`config.mk`:
```
export PLATFORM = sky130hd
export DESIGN_NAME = ama_riscv_host_mailbox
export DESIGN_NICKNAME = d
export VERILOG_FILES = /design/src/rtl/ama_riscv_host_mailbox.sv
export SDC_FILE = /design/constraint.sdc
export NUM_CORES = 1
export LEC_CHECK = 0
export ABC_AREA = 0
export ABC_CLOCK_PERIOD_IN_PS = 3500
export CORE_MARGIN = 2
export CORE_UTILIZATION = 40
export CTS_CLUSTER_DIAMETER = 30
export DETAILED_ROUTE_END_ITERATION = 6
export MAX_ROUTING_LAYER = met4
export PLACE_DENSITY = 0.58
export REMOVE_ABC_BUFFERS = 1
export SYNTH_ARGS = -nofsm -noshare
export SYNTH_HDL_FRONTEND = slang
export SYNTH_SLANG_ARGS = --single-unit
export TNS_END_PERCENT = 50
```
`constraint.sdc`:
```
create_clock -name clk -period 3.5 [get_ports clk]
set_input_delay 0.875 -clock clk [delete_from_list [all_inputs] [get_ports clk]]
set_output_delay 0.875 -clock clk [all_outputs]
set_load 0.02 [all_outputs]
```
`src/rtl/ama_riscv_host_mailbox.sv`:
```
// Host mailbox: TOHOST/FROMHOST, console TX FIFO and 64-bit cycle/instret counters on the MMIO port.
// Latency: reads respond 1 cycle after acceptance; writes take effect on the accepting edge.
// Backpressure: req_ready drops only for a CON_TX write while the console FIFO is full.
module ama_riscv_host_mailbox #(
    parameter int FIFO_DEPTH = 8,
    parameter int CNT_W      = 64
) (
    input  logic        clk,
    input  logic        rst_n,
    input  logic        req_valid,
    output logic        req_ready,
    input  logic        req_we,
    input  logic [5:0]  req_addr,
    input  logic [31:0] req_wdata,
    output logic        rsp_valid,
    output logic [31:0] rsp_data,
    input  logic        inst_retired,
    output logic [31:0] tohost,
    output logic        tohost_done,
    input  logic        fromhost_we,
    input  logic [31:0] fromhost_wdata,
    output logic        con_valid,
    output logic [7:0]  con_data,
    input  logic        con_ready,
    output logic        mmio_reset_cnt
);
    localparam int PTR_W = $clog2(FIFO_DEPTH);

    localparam logic [3:0] A_TOHOST   = 4'h0;
    localparam logic [3:0] A_FROMHOST = 4'h1;
    localparam logic [3:0] A_CON_TX   = 4'h2;
    localparam logic [3:0] A_CNT_CTRL = 4'h3;
    localparam logic [3:0] A_CYC_LO   = 4'h4;
    localparam logic [3:0] A_CYC_HI   = 4'h5;
    localparam logic [3:0] A_INS_LO   = 4'h6;
    localparam logic [3:0] A_INS_HI   = 4'h7;

    logic [31:0]        r_tohost;
    logic [31:0]        r_fromhost;
    logic [CNT_W-1:0]   r_cyc_cnt;
    logic [CNT_W-1:0]   r_ins_cnt;
    logic [CNT_W-33:0]  r_cyc_snap;
    logic [CNT_W-33:0]  r_ins_snap;
    logic               r_reset_cnt;
    logic               r_rsp_vld;
    logic [31:0]        r_rsp_dat;
    logic [7:0]         r_mem [FIFO_DEPTH];
    logic [PTR_W-1:0]   r_wr_ptr;
    logic [PTR_W-1:0]   r_rd_ptr;
    logic [PTR_W:0]     r_count;

    logic [3:0]         w_word;
    logic               w_full;
    logic               w_empty;
    logic               w_acc;
    logic               w_wr;
    logic               w_rd;
    logic               w_push;
    logic               w_pop;
    logic               w_clr;
    logic               w_run;
    logic [31:0]        w_rdata;

    assign w_word    = req_addr[5:2];
    assign w_full    = (r_count == (PTR_W+1)'(FIFO_DEPTH));
    assign w_empty   = (r_count == '0);
    // Full is judged on current state, so a same-cycle pop never frees room for a push.
    assign req_ready = !(req_we && (w_word == A_CON_TX) && w_full);
    assign w_acc     = req_valid && req_ready;
    assign w_wr      = w_acc && req_we;
    assign w_rd      = w_acc && !req_we;
    assign w_push    = w_wr && (w_word == A_CON_TX);
    assign w_pop     = !w_empty && con_ready;
    assign w_clr     = w_wr && (w_word == A_CNT_CTRL);
    assign w_run     = !r_tohost[0];

    always_comb begin
        w_rdata = '0;
        case (w_word)
            A_TOHOST:   w_rdata = r_tohost;
            A_FROMHOST: w_rdata = r_fromhost;
            A_CON_TX:   w_rdata = {16'b0, 8'(r_count), 6'b0, w_full, w_empty};
            A_CYC_LO:   w_rdata = r_cyc_cnt[31:0];
            A_CYC_HI:   w_rdata = r_cyc_snap;
            A_INS_LO:   w_rdata = r_ins_cnt[31:0];
            A_INS_HI:   w_rdata = r_ins_snap;
            default:    w_rdata = '0;
        endcase
    end

    always_ff @(posedge clk or negedge rst_n) begin
        if (!rst_n) begin
            r_tohost    <= '0;
            r_fromhost  <= '0;
            r_rsp_vld   <= 1'b0;
            r_rsp_dat   <= '0;
            r_cyc_snap  <= '0;
            r_ins_snap  <= '0;
        end else begin
            if (w_wr && (w_word == A_TOHOST) && !r_tohost[0])
                r_tohost <= req_wdata;
            if (fromhost_we)
                r_fromhost <= fromhost_wdata;
            else if (w_wr && (w_word == A_FROMHOST))
                r_fromhost <= req_wdata;
            r_rsp_vld <= w_rd;
            r_rsp_dat <= w_rd ? w_rdata : '0;
            // LO read captures HI so a later HI read is coherent with it.
            if (w_rd && (w_word == A_CYC_LO))
                r_cyc_snap <= r_cyc_cnt[CNT_W-1:32];
            if (w_rd && (w_word == A_INS_LO))
                r_ins_snap <= r_ins_cnt[CNT_W-1:32];
        end
    end

    always_ff @(posedge clk or negedge rst_n) begin
        if (!rst_n) begin
            r_cyc_cnt   <= '0;
            r_ins_cnt   <= '0;
            r_reset_cnt <= 1'b0;
        end else begin
            r_reset_cnt <= w_clr;
            if (w_clr) begin
                r_cyc_cnt <= '0;
                r_ins_cnt <= '0;
            end else if (w_run) begin
                r_cyc_cnt <= r_cyc_cnt + CNT_W'(1);
                if (inst_retired)
                    r_ins_cnt <= r_ins_cnt + CNT_W'(1);
            end
        end
    end

    always_ff @(posedge clk or negedge rst_n) begin
        if (!rst_n) begin
            r_wr_ptr <= '0;
            r_rd_ptr <= '0;
            r_count  <= '0;
            for (int i = 0; i < FIFO_DEPTH; i++)
                r_mem[i] <= '0;
        end else begin
            if (w_push) begin
                r_mem[r_wr_ptr] <= req_wdata[7:0];
                r_wr_ptr        <= r_wr_ptr + PTR_W'(1);
            end
            if (w_pop)
                r_rd_ptr <= r_rd_ptr + PTR_W'(1);
            case ({w_push, w_pop})
                2'b10:   r_count <= r_count + (PTR_W+1)'(1);
                2'b01:   r_count <= r_count - (PTR_W+1)'(1);
                default: r_count <= r_count;
            endcase
        end
    end

    assign rsp_valid      = r_rsp_vld;
    assign rsp_data       = r_rsp_dat;
    assign tohost         = r_tohost;
    assign tohost_done    = r_tohost[0];
    assign con_valid      = !w_empty;
    assign con_data       = r_mem[r_rd_ptr];
    assign mmio_reset_cnt = r_reset_cnt;

endmodule

```
Word-level counts from Yosys, hierarchy flattened:

Index checks and enable logic that the tools add are counted.

* bits in registers: 364
* output and inout port bits: 77
* logic and storage cells: 82
* bits of input ports: 77

* eq/ne operators: 11
* $lt $le $gt $ge: 3
* $add $sub $neg: 6
* bitwise gates (word level): 2
* multiplexer cells: 16
* reduce and logical (&&, ||, !) cells: 24

Operators with widths (number)
* $mux 64: 5
* $pmux 32 s7: 1
* $add 64x1->64 const B: 2
* $mux 32: 3
* $bwmux 64: 1
* $bmux 8 s3: 1
* $demux 8 s3: 1
* $mux 8: 3
* $eq 4x3->1 const B: 4
* $logic_and 1x1->1: 14
* $eq 4x2->1 const B: 2
* $ge 4x4->1 const B: 2
* $logic_not 4->1: 2
* $not 3->4: 2
* $pmux 4 s2: 1
* $add 3x1->3 const B: 2
* $reduce_bool 2->1: 3
* $add 4x1->4 const B: 1
* $eq 4x1->1 const B: 1
* $eq 4x4->1 const B: 1
* $logic_not 1->1: 4
* $lt 4x1->1 const B: 1
* $sub 4x1->4 const B: 1
* $eq 2x1->1 const B: 1
* 3 further kinds: 3

Longest topological paths before layout:

Gate-level depths: netlist (run 1).

* depth after elaboration: 9
* gate-level depth with buffers: 11
* depth with buffers taken out: 10

Least setup slack after synthesis (run 1):

OpenSTA, ideal clock, no wires.

* kind: input to register
* from: input req_addr[2]
* to: register r_count[2]
* path buffers: 0
* cell stages on the path: 10
* data arrival time: 2956 ps
* slack: 418 ps
* setup time: 126 ps
* cell sequence: or4b_4 a211oi_4 inv_2 ha_1 xor2_1 ha_1 a21oi_1 xor2_1 nor2_1 xor2_1

* longest elaborated chain between the ends: 9
* elaborated cells between the ends (all ways): 11
* classes of those cells: 3 x eq/ne; 1 x mux; 7 x reduce/logical

RTL lines
* start, declared: RTL line 13 `input logic [5:0] req_addr,`
* $eq 4x2->1 (*): RTL line 68, 72
* $logic_and 1x1->1 (2 in series): RTL line 68 `assign req_ready = !(req_we && (w_word == A_CON_TX) && w_full);`
* $logic_not 1->1: RTL line 68
* $logic_and 1x1->1: RTL line 69 `assign w_acc = req_valid && req_ready;`
* $logic_and 1x1->1: RTL line 70 `assign w_wr = w_acc && req_we;`
* $logic_and 1x1->1 (*): RTL line 72 `assign w_push = w_wr && (w_word == A_CON_TX);`
* $eq 2x1->1 or $eq 2x2->1 (tied branches): RTL line 148 `case ({w_push, w_pop})`
* $pmux 4 s2 or $reduce_bool 2->1 (tied branches)
* end signal, assigned: RTL line 149 `2'b10: r_count <= r_count + (PTR_W+1)'(1);`
* end signal, assigned: RTL line 150 `2'b01: r_count <= r_count - (PTR_W+1)'(1);`
* end signal, assigned: RTL line 151 `default: r_count <= r_count;`
* end, declared: RTL line 50 `logic [PTR_W:0] r_count;`

Every way passes the cells marked *; elsewhere a longest branch is shown, timed or not.
A chain may end at the register's enable or synchronous reset.

Worst setup path after layout (run 1):

* from: register r_rd_ptr[0]
* to: output con_data[0]

* longest elaborated chain between the ends: 4

RTL lines
* start, declared: RTL line 49 `logic [PTR_W-1:0] r_rd_ptr;`
* start signal, assigned: RTL line 147 `r_rd_ptr <= r_rd_ptr + PTR_W'(1);`
* $not 3->4 (implied by the code): RTL line 161 `assign con_data = r_mem[r_rd_ptr];`
* $bmux 8 s3: RTL line 161
* $mux 8 (implied by the code) (2 in series): RTL line 161
* end, declared: RTL line 23 `output logic [7:0] con_data,`

No other way between the ends. The select of a mux whose other input is x is not followed.

==> results of run 1 <==
[cell usage after synthesis, types with 15 or more instances]
library cell	instances	share of area
a22oi_1	91	0.040
nor4_1	15	0.0055
dfrtp_1	364	0.53
nand4_1	45	0.017
nand3_1	50	0.015
xnor2_1	35	0.018
a21oi_1	62	0.018
mux2i_1	34	0.020
or4_1	23	0.010
xor2_1	36	0.018
mux2_2	160	0.11
nand2_1	99	0.022
o21ai_0	81	0.024
nor2_1	81	0.018
mux4_2	16	0.021
o31ai_1	20	0.0088
a31oi_1	31	0.011
nor3_1	25	0.0073
or3_1	40	0.015
clkbuf_1	76	0.017
[worst min path at each step]
stage	to	slack, ns	depth (start not counted)	startpoint
2_1_floorplan	r_fromhost[0]	0.45	2	r_fromhost[0]
3_3_place_gp	r_fromhost[5]	0.47	2	r_fromhost[5]
3_5_place_dp	r_fromhost[15]	0.47	2	r_fromhost[15]
4_1_cts	tohost[6]	0.37	1	rst_n
5_1_grt	r_count[0]	0.39	1	rst_n
6_report	r_count[0]	0.31	1	rst_n
[layer usage]
metal	share of wire	track usage	vias to the layer above	routed length, µm
li1	-	-	6062	-
met4	0.027	0.0823	0	1370
met5	0	-	-	0
met3	0.059	0.0526	91	2960
met1	0.45	0.318	6801	22500
met2	0.47	0.363	369	23600
[power breakdown]
group          total (µW)  internal, µW  switching (µW)
clock                8780          6250            2520
sequential           5340          4730             611
combinational        1810           921             889
total               15900         11900            4020
[metrics by stage]
stage | power, µW | setup TNS (ns) | std cells | area (µm²)
detailed placement | 7210 | -0.0263 | 2161 | 19700
finish | 15900 | 0 | 2319 | 22900
global route | 16500 | 0 | 2319 | 22900
floorplan | 6270 | -260.52 | 1411 | 16700
CTS | 16100 | 0 | 2319 | 22900
global placement | 7150 | -0.0238 | 2161 | 19700
[what timing repair did]
action	in CTS	in global routing
pin swaps	0	0
endpoints found under the hold margin	0	0
gates cloned	0	0
setup endpoints to repair	3	5
gates resized for setup	3	5
hold buffers	0	0
[cell families (layout without fill, tap and decap cells)]
logic type | after synthesis | count (layout) | synth area share
buffers and inverters | 108 | 383 | 0.0244
and+or+nand+nor | 440 | 440 | 0.140
xor gates and xnor gates | 71 | 71 | 0.0365
muxes | 211 | 211 | 0.147
DFF | 364 | 364 | 0.534
AOI/OAI and AO/OA | 304 | 304 | 0.112
adders and majority gates | 7 | 7 | 0.00514
[worst register-to-register path, cell delays in order, from the launching register on]
cell and delay, ns:
dfrtp_1 0.50, nand4b_1 0.29, nor3_1 0.23, buf_4 0.27, nand4_1 0.58, or4_1 0.65, a21oi_1 0.16
[cell type report]
cell class                 instances  area (µm²)  area share
clock buffer                     114        2430       0.106
clock inverter                    44         787      0.0344
inverter                          14        53.8     0.00235
multi-input combinational       1033        7580       0.331
sequential                       364        9110       0.398
tap                              539         674      0.0295
timing repair buffer             211        2260      0.0986
[sequential cells by signal, summed over array words and instances (netlist names)]
name	flops
mmio_reset_cnt	1
r_count	4
r_cyc_cnt	64
r_cyc_snap	32
r_fromhost	32
r_ins_cnt	64
r_ins_snap	32
r_mem	64
r_rd_ptr	3
r_wr_ptr	3
rsp_data	32
rsp_valid	1
tohost	32
==> results by group, run 1 <==
Critical path
  • Crit path max-delay family: multiplexers
  • Worst Setup End Kind: primary output
  • Crit path depth: 4
  • Setup CP Type: reg -> out
  • Buf/Inv on CP: 2
  • Largest stage delay, worst path: 0.54 ns
  • Worst reg2reg path depth: 6
  • Data arrival time of the worst path: 2.54 ns
  • Critical Path Fanout Max: 18
  • Reg-to-reg critical path endpoint: r_cyc_cnt[52]
  • Worst endpoint required time: 2.62 ns
  • CP endpoint: con_data[0]
  • Slowest-stage cell, CP: clkdlybuf4s50_1
  • Worst path cell trace: buf_12 > mux4_2 > mux2_2 > clkdlybuf4s50_1
  • FF-to-FF setup slack: 0.72 ns
  • R2r startpoint: tohost[0]
  • Worst Setup Start Kind: flip-flop
  • CP startpoint: r_rd_ptr[0]

CTS
  • CTS tree: done
  • CTS buffer count: 85
  • Setup Buffers After CTS: 0
  • CTS max path bufs: 3
  • CTS Sinks: 364
  • H-tree depth: 3
  • Clk slew on worst S/H paths: 0.04 ns
  • Clk Latency, worst-skew pair: 0.61 ns
  • Root buffer cell: clkbuf_16

Placement
  • Port Buffers: 151
  • DPL Wire Length: 33300 µm
  • Setup WS pre-CTS: -0.0263 ns
  • RD Place Congestion: 0.842

Synthesis
  • Avg Cell Area, Syn: 11.3 µm²
  • Synth Instances: 1505
  • Post-synth EDFFs: 0
  • YS warnings: 0
  • Synthesized cell area: 17000 µm²
  • Top FF cell, synth: dfrtp_1
  • Post-synth cell types: 61
  • Post-synthesis sequential element count: 364
  • Seq/Total Area, Yosys: 0.534
  • Post-synth ARST share: 1.00

Global route
  • Tot GR Track Use: 0.239
  • Largest net degree at the start of global routing: 99
  • Initial antenna violation count: 0
  • Grt ovf: 0
  • First-pass GRT wire length: 79200 µm
  • Number of global-route vias before repair: 13700

Status
  • Run status: complete, no violations

Floorplanning
  • Core area: 42000 µm²
  • Die X: 210 µm
  • Initial core utilization: 0.406
  • Die H: 210 µm
  • Die area: 44300 µm²
  • FP Rows: 75
  • # IOs: 154

Timing
  • Final setup margin: 0.0879 ns
  • Max Freq: 293 MHz
  • Final setup vio count: 0
  • Final hold violations: 0
  • Worst Tran Pin Value: 0.917 ns
  • Clock skew: 0.0263 ns
  • RSZ-0062 raised after global routing: no
  • Final hold slack: 0.309 ns
  • Slew margin rel.: 0.388
  • Final slew viol count: 0
  • Period utilization: 0.975
  • Min Tclk post-route: 3.41 ns

Route
  • ANT nets after route: 0
  • Detailed Route WL: 50400 µm
  • Wire per inst: 21.7 µm
  • First DRT Iteration DRCs: 921
  • DR vias/cell: 5.75
  • # DRC: 0
  • Vias: 13300
  • Drt pass-1 iters: 5

Final layout
  • Fraction of layout cells with a size suffix above 1: 0.228
  • Most common library cell in the layout ignoring fill and taps: dfrtp_1
  • Area delta synth->final: 34.3%
  • Finished Core Util: 0.545
  • # fillers: 3574
  • Commonest non-fill, non-tap cells in the layout: 364 x dfrtp_1, 160 x mux2_2, 141 x clkdlybuf4s50_1, 99 x nand2_1, 91 x a22oi_1
  • NumNets Final: 1793
  • ANT cells: 0

Hold path
  • Hold crit path type: in -> async

Power and ir drop
  • Pwr dens: 696 nW/µm²
  • VDD IR max: 0.388 mV
  • Leakage power: 0.00972 µW

Run
  • Maxcap violations: 0
No activity file was read; power rests on OpenSTA's default activity.
==> run 2: changes to the inputs <==
CTS_CLUSTER_DIAMETER = 60   (was 30)
==> results by group, run 2 (same netlist as run 1, synthesis figures left out) <==
Timing
  • Clock skew: 0.0445 ns (+0.0182 ns)
  • Slew margin rel.: 0.424 (+0.0361)
  • Final hold slack: 0.375 ns (+0.0661 ns)
  • Total Neg Setup Slack: 0 ns (unchanged)
  • Final hold violations: 0 (unchanged)
  • Final setup vio count: 0 (unchanged)
  • Final slew viol count: 0 (unchanged)
  • Min Tclk post-route: 3.41 ns (+0.00234 ns)
  • RSZ-0062 raised after global routing: no
  • Final setup margin: 0.0856 ns (-0.00234 ns)
  • Max Freq: 293 MHz (about the same)
  • Worst Tran Pin Value: 0.855 ns (-0.0620 ns)
  • Period utilization: 0.976 (about the same)

Global route
  • Grt ovf: 0 (unchanged)
  • Initial antenna violation count: 0 (unchanged)
  • Largest net degree at the start of global routing: 99 (unchanged)
  • Tot GR Track Use: 0.230 (-0.00868)
  • First-pass GRT wire length: 76500 µm (-3.5%)
  • Number of global-route vias before repair: 12900 (-5.8%)

Critical path
  • Reg-to-reg critical path endpoint: r_cyc_cnt[47]
  • CP startpoint: r_rd_ptr[0]
  • R2r startpoint: tohost[0]
  • Setup CP Type: reg -> out
  • Critical Path Fanout Max: 18 (unchanged)
  • Largest stage delay, worst path: 0.55 ns (about the same)
  • CP endpoint: con_data[4]
  • Worst Setup End Kind: primary output
  • Worst path cell trace: buf_12 > mux4_2 > mux2_2 > clkdlybuf4s50_1
  • Worst Setup Start Kind: flip-flop
  • Slowest-stage cell, CP: mux4_2
  • FF-to-FF setup slack: 0.64 ns (-0.08 ns)
  • Data arrival time of the worst path: 2.54 ns (about the same)
  • Worst endpoint required time: 2.62 ns (about the same)
  • Worst reg2reg path depth: 5 (-1)

CTS
  • Clk Latency, worst-skew pair: 0.59 ns (-0.02 ns)
  • CTS tree: done
  • H-tree depth: 2 (-1)
  • Clk slew on worst S/H paths: 0.05 ns (about the same)
  • CTS Sinks: 364 (unchanged)
  • CTS max path bufs: 3 (unchanged)
  • Root buffer cell: clkbuf_16
  • CTS buffer count: 42 (-51%)

Run
  • Maxcap violations: 0 (unchanged)

Floorplanning
  • Initial core utilization: 0.406 (unchanged)
  • Die area: 44300 µm² (unchanged)
  • # IOs: 154 (unchanged)
  • FP Rows: 75 (unchanged)
  • Die H: 210 µm (unchanged)
  • Core area: 42000 µm² (unchanged)
  • Die X: 210 µm (unchanged)

Power and ir drop
  • Leakage power: 0.00882 µW (-9.3%)
  • Pwr dens: 554 nW/µm² (-20%)
  • VDD IR max: 0.412 mV (+6.2%)

Placement
  • RD Place Congestion: 0.842 (unchanged)
  • Port Buffers: 151 (unchanged)
  • Setup WS pre-CTS: -0.0263 ns (unchanged)
  • DPL Wire Length: 33300 µm (unchanged)
  • Dpl cells: 2161 (unchanged)
  • Placed cell areas: 19700 µm² (unchanged)

Route
  • Wire per inst: 21.9 µm (+0.74%)
  • DR vias/cell: 5.75 (+0.16%)
  • Drt pass-1 iters: 5 (unchanged)
  • # DRC: 0 (unchanged)
  • Detailed Route WL: 49000 µm (-2.8%)
  • First DRT Iteration DRCs: 1003 (+8.9%)
  • Vias: 12900 (-3.4%)
  • ANT nets after route: 0 (unchanged)

Final layout
  • Non-Filler Instances: 2237 (-3.5%)
  • # fillers: 3747 (+4.8%)
  • Area delta synth->final: 24.0%
  • Multi-input gate area: 7580 µm² (unchanged)
  • Fraction of layout cells with a size suffix above 1: 0.195 (-0.0332)
  • Most common library cell in the layout ignoring fill and taps: dfrtp_1
  • Commonest non-fill, non-tap cells in the layout: 364 x dfrtp_1, 160 x mux2_2, 147 x clkdlybuf4s50_1, 99 x nand2_1, 91 x a22oi_1
  • NumNets Final: 1750 (-2.4%)
  • ANT cells: 0 (unchanged)
  • Final instance area: 21100 µm² (-7.6%)
  • Reg area: 9110 µm² (unchanged)
  • Regs by FF count: r_cyc_cnt (64), r_ins_cnt (64), r_mem (64)

Status
  • Run status: complete, no violations

Hold path
  • Hold crit path type: in -> async
run 2: cell count changes in the layout (fill, tap and decap cells not counted), moves of 3 or more:
cell	before	now
clkinv_8	3	0
bufinv_16	19	3
dlygate4sd2_1	3	0
clkinv_2	14	6
clkinvlp_4	7	2
clkdlybuf4s50_1	141	147
dlymetal6s2s_1	5	2
clkbuf_16	87	42
clkbuf_1	12	5
run 2: how the worst min path moves through the flow:
stage / startpoint / slack [ns] / endpoint
5_1_grt: rst_n / 0.41 / r_cyc_cnt[8]
4_1_cts: rst_n / 0.39 / r_fromhost[8]
3_3_place_gp: r_fromhost[5] / 0.47 / r_fromhost[5]
6_report: rst_n / 0.38 / r_cyc_cnt[8]
3_5_place_dp: r_fromhost[15] / 0.47 / r_fromhost[15]
2_1_floorplan: r_fromhost[0] / 0.45 / r_fromhost[0]
run 2: metrics by stage:
step	power (µW)	util
finish	11700	0.503
global route	12300	0.503
CTS	11800	0.503
detailed placement	7210	0.468
global placement	7150	0.468
floorplan	6270	-
run 2: metal layers:
| layer | GRT usage | wire length (µm) | vias to the layer above |
|---|---|---|---|
| met4 | 0.0546 | 891 | 0 |
| met1 | 0.317 | 22500 | 6593 |
| met5 | - | 0 | - |
| met2 | 0.353 | 23000 | 293 |
| li1 | - | - | 5924 |
| met3 | 0.0472 | 2620 | 63 |
run 2: final cells by class:
class / count / share of cell area
tap: 539 / 0.0319
timing repair buffer: 211 / 0.107
clock buffer: 61 / 0.0597
inverter: 14 / 0.00254
clock inverter: 15 / 0.00976
multi-input combinational: 1033 / 0.359
sequential: 364 / 0.431
run 2: report_power, final:
group	switching [µW]	internal (µW)
clock	1840	2750
sequential	607	4720
combinational	884	926
total	3330	8390
run 2: what timing repair did:
item / in CTS / in global routing
resized for setup: 0 / 2
hold buffers: 0 / 0
buffers inserted: 0 / 0
endpoints found under the setup margin: 0 / 2
run 2: critical path: cells and delay by family (launching register included):
| family | cells | cell delay, ns |
|---|---|---|
| mux | 2 | 0.82 |
| flops | 1 | 0.37 |
| buf+inv | 2 | 0.75 |
